`config.mk`:
```
export PLATFORM = sky130hd
export DESIGN_NAME = quad_step_decoder
export DESIGN_NICKNAME = d
export VERILOG_FILES = /design/src/rtl/qdec_pkg.sv /design/src/rtl/qdec_sync_filter.sv /design/src/rtl/quad_step_decoder.sv
export SDC_FILE = /design/constraint.sdc
export NUM_CORES = 1
export LEC_CHECK = 0
export CAP_MARGIN = 20
export CORE_ASPECT_RATIO = 1.25
export CORE_MARGIN = 3
export CORE_UTILIZATION = 35
export CTS_CLUSTER_SIZE = 10
export DETAILED_ROUTE_END_ITERATION = 12
export GPL_ROUTABILITY_DRIVEN = 0
export PLACE_DENSITY_LB_ADDON = 0.12
export SYNTH_ARGS = -nofsm -noshare
export SYNTH_HDL_FRONTEND = slang
export SYNTH_HIERARCHICAL = 1
export SYNTH_SLANG_ARGS = --single-unit
```
`constraint.sdc`:
```
create_clock -name clk -period 5.6 [get_ports clk]
set_clock_uncertainty 0.15 [all_clocks]
set_input_delay 1.12 -clock clk [delete_from_list [all_inputs] [get_ports clk]]
set_output_delay 1.12 -clock clk [all_outputs]
set_load 0.005 [all_outputs]
```
`src/rtl/qdec_pkg.sv`:
```
// Shared types and Gray-code direction decode for the quadrature step decoder.
package qdec_pkg;

    typedef logic [1:0] ab_t;

    localparam ab_t AB_00 = 2'b00;
    localparam ab_t AB_01 = 2'b01;
    localparam ab_t AB_11 = 2'b11;
    localparam ab_t AB_10 = 2'b10;

    typedef struct packed {
        logic step;
        logic up;
        logic illegal;
    } dir_t;

    // Position along the up sequence 00->01->11->10.
    function automatic logic [1:0] gray_pos(input ab_t ab);
        logic [1:0] pos;
        case (ab)
            AB_00:   pos = 2'd0;
            AB_01:   pos = 2'd1;
            AB_11:   pos = 2'd2;
            default: pos = 2'd3;
        endcase
        return pos;
    endfunction

    function automatic dir_t qdec_dir(input ab_t old_ab, input ab_t new_ab);
        dir_t       d;
        logic [1:0] delta;
        d     = '0;
        delta = gray_pos(new_ab) - gray_pos(old_ab);
        case (delta)
            2'd1:    begin d.step = 1'b1; d.up = 1'b1; end
            2'd3:    d.step = 1'b1;
            2'd2:    d.illegal = 1'b1;
            default: d = '0;
        endcase
        return d;
    endfunction

endpackage

```
`src/rtl/qdec_sync_filter.sv`:
```
// Two-channel synchroniser plus stability filter; ab_q updates with a one-cycle accept strobe.
module qdec_sync_filter
    import qdec_pkg::*;
#(
    parameter int SYNC_STAGES = 2,
    parameter int FILT_LEN    = 4
) (
    input  logic clk,
    input  logic rst_n,
    input  logic a_in,
    input  logic b_in,
    output ab_t  ab_q,
    output logic accept,
    output logic quiet
);

    localparam int CW = (FILT_LEN < 2) ? 1 : $clog2(FILT_LEN);

    logic [SYNC_STAGES-1:0] sync_a;
    logic [SYNC_STAGES-1:0] sync_b;
    ab_t                    ab_s;
    ab_t                    ab_p;
    logic [CW-1:0]          cnt;

    assign ab_s  = {sync_a[SYNC_STAGES-1], sync_b[SYNC_STAGES-1]};
    assign quiet = (ab_s == ab_p) && (ab_s == ab_q);

    always_ff @(posedge clk or negedge rst_n) begin
        if (!rst_n) begin
            sync_a <= '0;
            sync_b <= '0;
            ab_p   <= AB_00;
            ab_q   <= AB_00;
            cnt    <= '0;
            accept <= 1'b0;
        end else begin
            sync_a <= {sync_a[SYNC_STAGES-2:0], a_in};
            sync_b <= {sync_b[SYNC_STAGES-2:0], b_in};
            ab_p   <= ab_s;
            accept <= 1'b0;
            // A change in ab_s restarts the stability window.
            if ((ab_s != ab_p) || (ab_s == ab_q)) begin
                cnt <= '0;
            end else if (cnt == CW'(FILT_LEN - 1)) begin
                cnt    <= '0;
                ab_q   <= ab_s;
                accept <= 1'b1;
            end else begin
                cnt <= cnt + 1'b1;
            end
        end
    end

endmodule

```
`src/rtl/quad_step_decoder.sv`:
```
// Quadrature A/B to step enable/direction converter with illegal-transition flag.
// Optional QDEC_ERR_CNT_EN adds an 8-bit saturating err_cnt output.
module quad_step_decoder
    import qdec_pkg::*;
#(
    parameter int SYNC_STAGES = 2,
    parameter int FILT_LEN    = 4
) (
    input  logic       clk,
    input  logic       rst_n,
    input  logic       a_in,
    input  logic       b_in,
    output logic       enable,
    output logic       up,
    output logic       err
`ifdef QDEC_ERR_CNT_EN
    ,
    output logic [7:0] err_cnt
`endif
);

    localparam int CW = (FILT_LEN < 2) ? 1 : $clog2(FILT_LEN);

    ab_t           ab_q;
    ab_t           ab_d;
    logic          accept;
    logic          quiet;
    logic          primed;
    logic [CW-1:0] prime_cnt;
    dir_t          dir;
    logic          bad_step;

    qdec_sync_filter #(
        .SYNC_STAGES(SYNC_STAGES),
        .FILT_LEN   (FILT_LEN)
    ) u_filt (
        .clk   (clk),
        .rst_n (rst_n),
        .a_in  (a_in),
        .b_in  (b_in),
        .ab_q  (ab_q),
        .accept(accept),
        .quiet (quiet)
    );

    // ab_d lags ab_q by one cycle, so during accept it holds the pre-accept value.
    assign dir      = qdec_dir(ab_d, ab_q);
    assign bad_step = primed && accept && dir.illegal;

    always_ff @(posedge clk or negedge rst_n) begin
        if (!rst_n) begin
            ab_d      <= AB_00;
            primed    <= 1'b0;
            prime_cnt <= '0;
            enable    <= 1'b0;
            up        <= 1'b0;
            err       <= 1'b0;
        end else begin
            ab_d   <= ab_q;
            enable <= 1'b0;
            err    <= 1'b0;
            if (!primed) begin
                if (accept) begin
                    primed <= 1'b1;
                end else if (quiet) begin
                    if (prime_cnt == CW'(FILT_LEN - 1)) primed <= 1'b1;
                    else prime_cnt <= prime_cnt + 1'b1;
                end else begin
                    prime_cnt <= '0;
                end
            end else if (accept) begin
                enable <= dir.step;
                err    <= dir.illegal;
                if (dir.step) up <= dir.up;
            end
        end
    end

`ifdef QDEC_ERR_CNT_EN
    always_ff @(posedge clk or negedge rst_n) begin
        if (!rst_n) begin
            err_cnt <= 8'd0;
        end else if (bad_step && (err_cnt != 8'hFF)) begin
            err_cnt <= err_cnt + 8'd1;
        end
    end
`endif

endmodule
```
* After elaboration in Yosys (flattened, before gate mapping)
Cells that the tools add are included.
** Operators by class
- Add/sub/neg operators :: 3
- Eq/ne operators :: 13
- Mux-type cells :: 19
- Bitwise logic cells :: 3
- Reduce and logical (&&, ||, !) cells :: 8
** Operator list (count)
- $mux 1 :: 13
- $eq 2x2->1 const B :: 6
- $pmux 2 s3 :: 2
- $mux 2 :: 4
- $eq 2x1->1 const B :: 3
- $reduce_and 3->1 :: 2
- $add 2x1->2 const B :: 2
- $eq 2x2->1 :: 2
- $logic_not 2->1 :: 2
- $not 1->1 :: 3
- $ne 2x2->1 :: 1
- $ne 2x2->1 const B :: 1
- $reduce_and 2->1 :: 1
- $reduce_or 2->1 :: 1
- $sub 2x2->2 :: 1
- $logic_and 1x1->1 :: 1
- $logic_or 1x1->1 :: 1
** Storage, ports and cells
- Flip-flop bits (word level) :: 19
- Output and inout port bits :: 3
- Word-level logic and storage cells :: 58

* Depth between registers and ports, before layout
- Depth in word-level cells :: 8
- Mapped depth :: 6

* Cells and area by module
The synthesis kept the hierarchy.
** Modules (own cells, without submodules)
- qdec_sync_filter :: times used 1, cells each 35, area each 449.2 um^2, sequential area each 275.3 um^2
- quad_step_decoder :: times used 1, cells each 32, area each 399.1 um^2, sequential area each 200.2 um^2

* Worst setup path after synthesis
OpenSTA, ideal clock, no wires.
- Path kind :: register to register
- Start :: reg u_filt.ab_q[0]
- End :: reg up
- Library setup time :: 125 ps
- Data arrival time :: 1534 ps
- Required time :: 5325 ps
- Setup slack :: 3791 ps
- Cell stages (with the launch flop) :: 6
- Path buffers :: 0
- Path through :: dfrtp_1 > inv_1 > ha_1 > ha_1 > xnor3_1 > mux2_4
** Between the ends
- Cells in the longest elaborated chain, start to end :: 7
- Elaborated cells between the ends (all ways) :: 11
- Those cells by class :: add/sub: 1; eq/ne: 4; mux: 3; reduce/logical: 3
** RTL lines
- start: declaration :: RTL line qdec_sync_filter.sv:12 : output ab_t ab_q,
- start signal: assignment :: RTL line qdec_sync_filter.sv:46 : ab_q <= ab_s;
- $eq 2x2->1 (tied with other cells) :: RTL line qdec_pkg.sv:20 : case (ab)
- $pmux 2 s3 * :: RTL line qdec_pkg.sv:20
- $sub 2x2->2 * :: RTL line qdec_pkg.sv:33 : delta = gray_pos(new_ab) - gray_pos(old_ab);
- $eq 2x2->1 / $eq 2x1->1 (equally long branches) :: RTL line qdec_pkg.sv:34 : case (delta)
- $reduce_or 2->1 (no source line)
- $mux 1 :: RTL line qdec_pkg.sv:34
- $reduce_and 3->1 (no source line)
- end signal: assignment :: RTL line quad_step_decoder.sv:74 : if (dir.step) up <= dir.up;
- end: declaration :: RTL line quad_step_decoder.sv:14 : output logic up,
Mark *: on every way between the ends. The rest lies on a longest branch, timed or not.
A chain may end at the register's enable or synchronous reset.

* Worst setup path in the final report
- Start :: reg up
- End :: out up
No word-level cell between the ends.

==> results.cfg <==
[status]
status = finished, final reports clean

[timing]
slew_viol_final = 0
setup_viol = 0
finalCritPeriodShare = 0.429
rsz0062_at_grt = no
clock.fmax_mhz = 416
worst_pin_slew_ns = 0.790
fin_crit_ns = 2.41
relSlewSlack = 0.472
finalSetupTns_ns = 0
hold_violations = 0

[worst_setup_path]
max_stage_delay_ns = 0.49
cp_max_fo = 2
slowest_stage = clkdlybuf4s50_1
cp.arrival_ns = 1.14
critical_path_class = reg -> out
worst_path_dominant_cell_family = buffers and inverters
crit_required_ns = 4.33
end_kind = output port
crit_chain = clkdlybuf4s50_1
crit_buf_inv = 1
worstSetupStartpointType = flop

[global_routing]
antenna_found_initial = 0
grt_pass1_vias = 536
grt_use_total = 0.110
grt-ovfl-total = 0
grt_max_degree = 20
grt_pass1_wl_um = 2420

[detailed_routing]
avgViaCountPerCell = 4.65
remaining_drc_errors = 0
ant_nets = 0
drt_iter0_drc = 8
wl_um = 1200
first_pass_iters = 2
route.vias.total = 502
wl_per_cell_um = 11.1

[power]
power_density_nw_per_um2 = 234
power.leakage_nw = 0.443
finalPower_uw = 227
irDropWorstVdd_v = 0.0000966

[job]
drv_cap = 0

[floorplan]
coreArea_um2 = 2260
start_util = 0.376
fp.dieH_um = 61.0
die_x_um = 50.0
boundaryPins = 7
fp-row-count = 19
fp.dieArea_um2 = 3050

[logic_synthesis]
synth_seq_cells = 19
synth.distinct_cells = 22
ys_seq_area_frac = 0.560
synth_fp_nets = 78
netlist_top_cells_area = dfrtp_1 (56%), ha_1 (10%), xnor2_1 (3.1%)
synth_warnings = 6
synthesis.area_um2 = 848
yosys.area.top_type = dfrtp_1
synth_cells = 67
syn_avg_cell_area_um2 = 12.7
synth_top_area_share = 0.560

[placement]
port_buffers = 6
dp_cells = 104
hpwl_um = 894

[final_layout]
fin_nets = 89
drive_above_1_share = 0.130
layout.cells.non_filler = 108
area_growth_pct = 14.7
fin_util = 0.431
n_antenna_cell = 0
layout_commonest_cell = dfrtp_1
mostFrequentLayoutCells = dfrtp_1 (19), ha_1 (7), nand2_1 (6), clkdlybuf4s50_1 (6)

[clocking]
clkSlewWorstSetupHoldPaths_ns = 0.10
cts-resized-gates = 0
postCtsSetupBuffers = 0
htreeDepth = 1
clockBufferDepth = 2
clock_sinks = 19
cts-root-buf = clkbuf_4
cts-hold-fix-buffers = 0
insertion_delay_ns = 0.29
cts_tree = built
cts_buffers = 3

[min_path]
hold_class = reg -> reg
[sequential cells by signal, indices dropped and copies added, names as in the netlist]
signal / flops
u_filt/sync_b: 2
u_filt/cnt: 2
u_filt/accept: 1
u_filt/sync_a: 2
prime_cnt: 2
u_filt/ab_p: 2
ab_d: 2
primed: 1
enable: 1
up: 1
err: 1
u_filt/ab_q: 2
[final timing paths]
path | start | to | slack, ns | cells past startpoint
min reg2reg | u_filt/sync_b[0]$_DFF_PN0_ | u_filt/sync_b[1]$_DFF_PN0_ | 0.21 | 0
max reg2reg | u_filt/ab_q[0]$_DFFE_PN0P_ | up$_DFFE_PN0P_ | 3.66 | 5
max in group asynchronous | rst_n | prime_cnt[1]$_DFFE_PN0P_ | 3.68 | 1
max | up$_DFFE_PN0P_ | up | 3.19 | 1
min in group asynchronous | rst_n | u_filt/ab_q[0]$_DFFE_PN0P_ | 1.12 | 1
min | u_filt/sync_b[0]$_DFF_PN0_ | u_filt/sync_b[1]$_DFF_PN0_ | 0.21 | 0
[stage by stage]
step	instance area (um^2)	hold WS (ns)	setup WS, ns
after global placement	947	0.183	3.26
final	973	0.208	3.19
after global routing	973	0.215	3.12
after detailed placement	947	0.185	3.26
after floorplan	848	0.181	3.79
after CTS	973	0.208	3.17
[cell usage after synthesis, drive strengths merged]
cell type	number
a211o	1
a211oi	1
a22oi	1
and2	2
dfrtp	19
ha	7
inv	3
mux2	1
nand2	6
nand2b	3
nand3	4
nor2	3
nor3b	2
o211ai	2
o21ai	4
or3	2
xnor2	3
xnor3	1
xor2	2
[area by class of cell]
class,instances,area (um^2)
fill,230,1280
sequential,19,475
multi-input combinational,45,362
timing repair buffer,6,60.1
tap,31,38.8
clock buffer,4,26.3
inverter,3,11.3
[per-layer routing]
layer | GRT usage | share of wire | vias up
li1 | - | - | 248
met1 | 0.128 | 0.43 | 242
met2 | 0.174 | 0.51 | 8
met3 | 0.0242 | 0.038 | 4
met4 | 0.0949 | 0.028 | 0
met5 | 0 | 0 | -
[cells by family (layout without fill, tap and decap cells)]
logic type	after synthesis	count (layout)	share of synthesized area
muxes	1	1	0.0177
AOI/OAI and AO/OA	9	9	0.0752
adders and majority gates	7	7	0.103
buffers and inverters	3	13	0.0133
and+or+nand+nor	22	22	0.152
DFF	19	19	0.560
xor gates and xnor gates	6	6	0.0782
[report_power, final]
group | leakage [nW] | internal, mW | switching, mW
logic | 0.199 | 0.00665 | 0.00746
registers | 0.229 | 0.142 | 0.00414
clock network | 0.0150 | 0.0277 | 0.0398
Note: power is estimated with default switching activity, not from simulation.
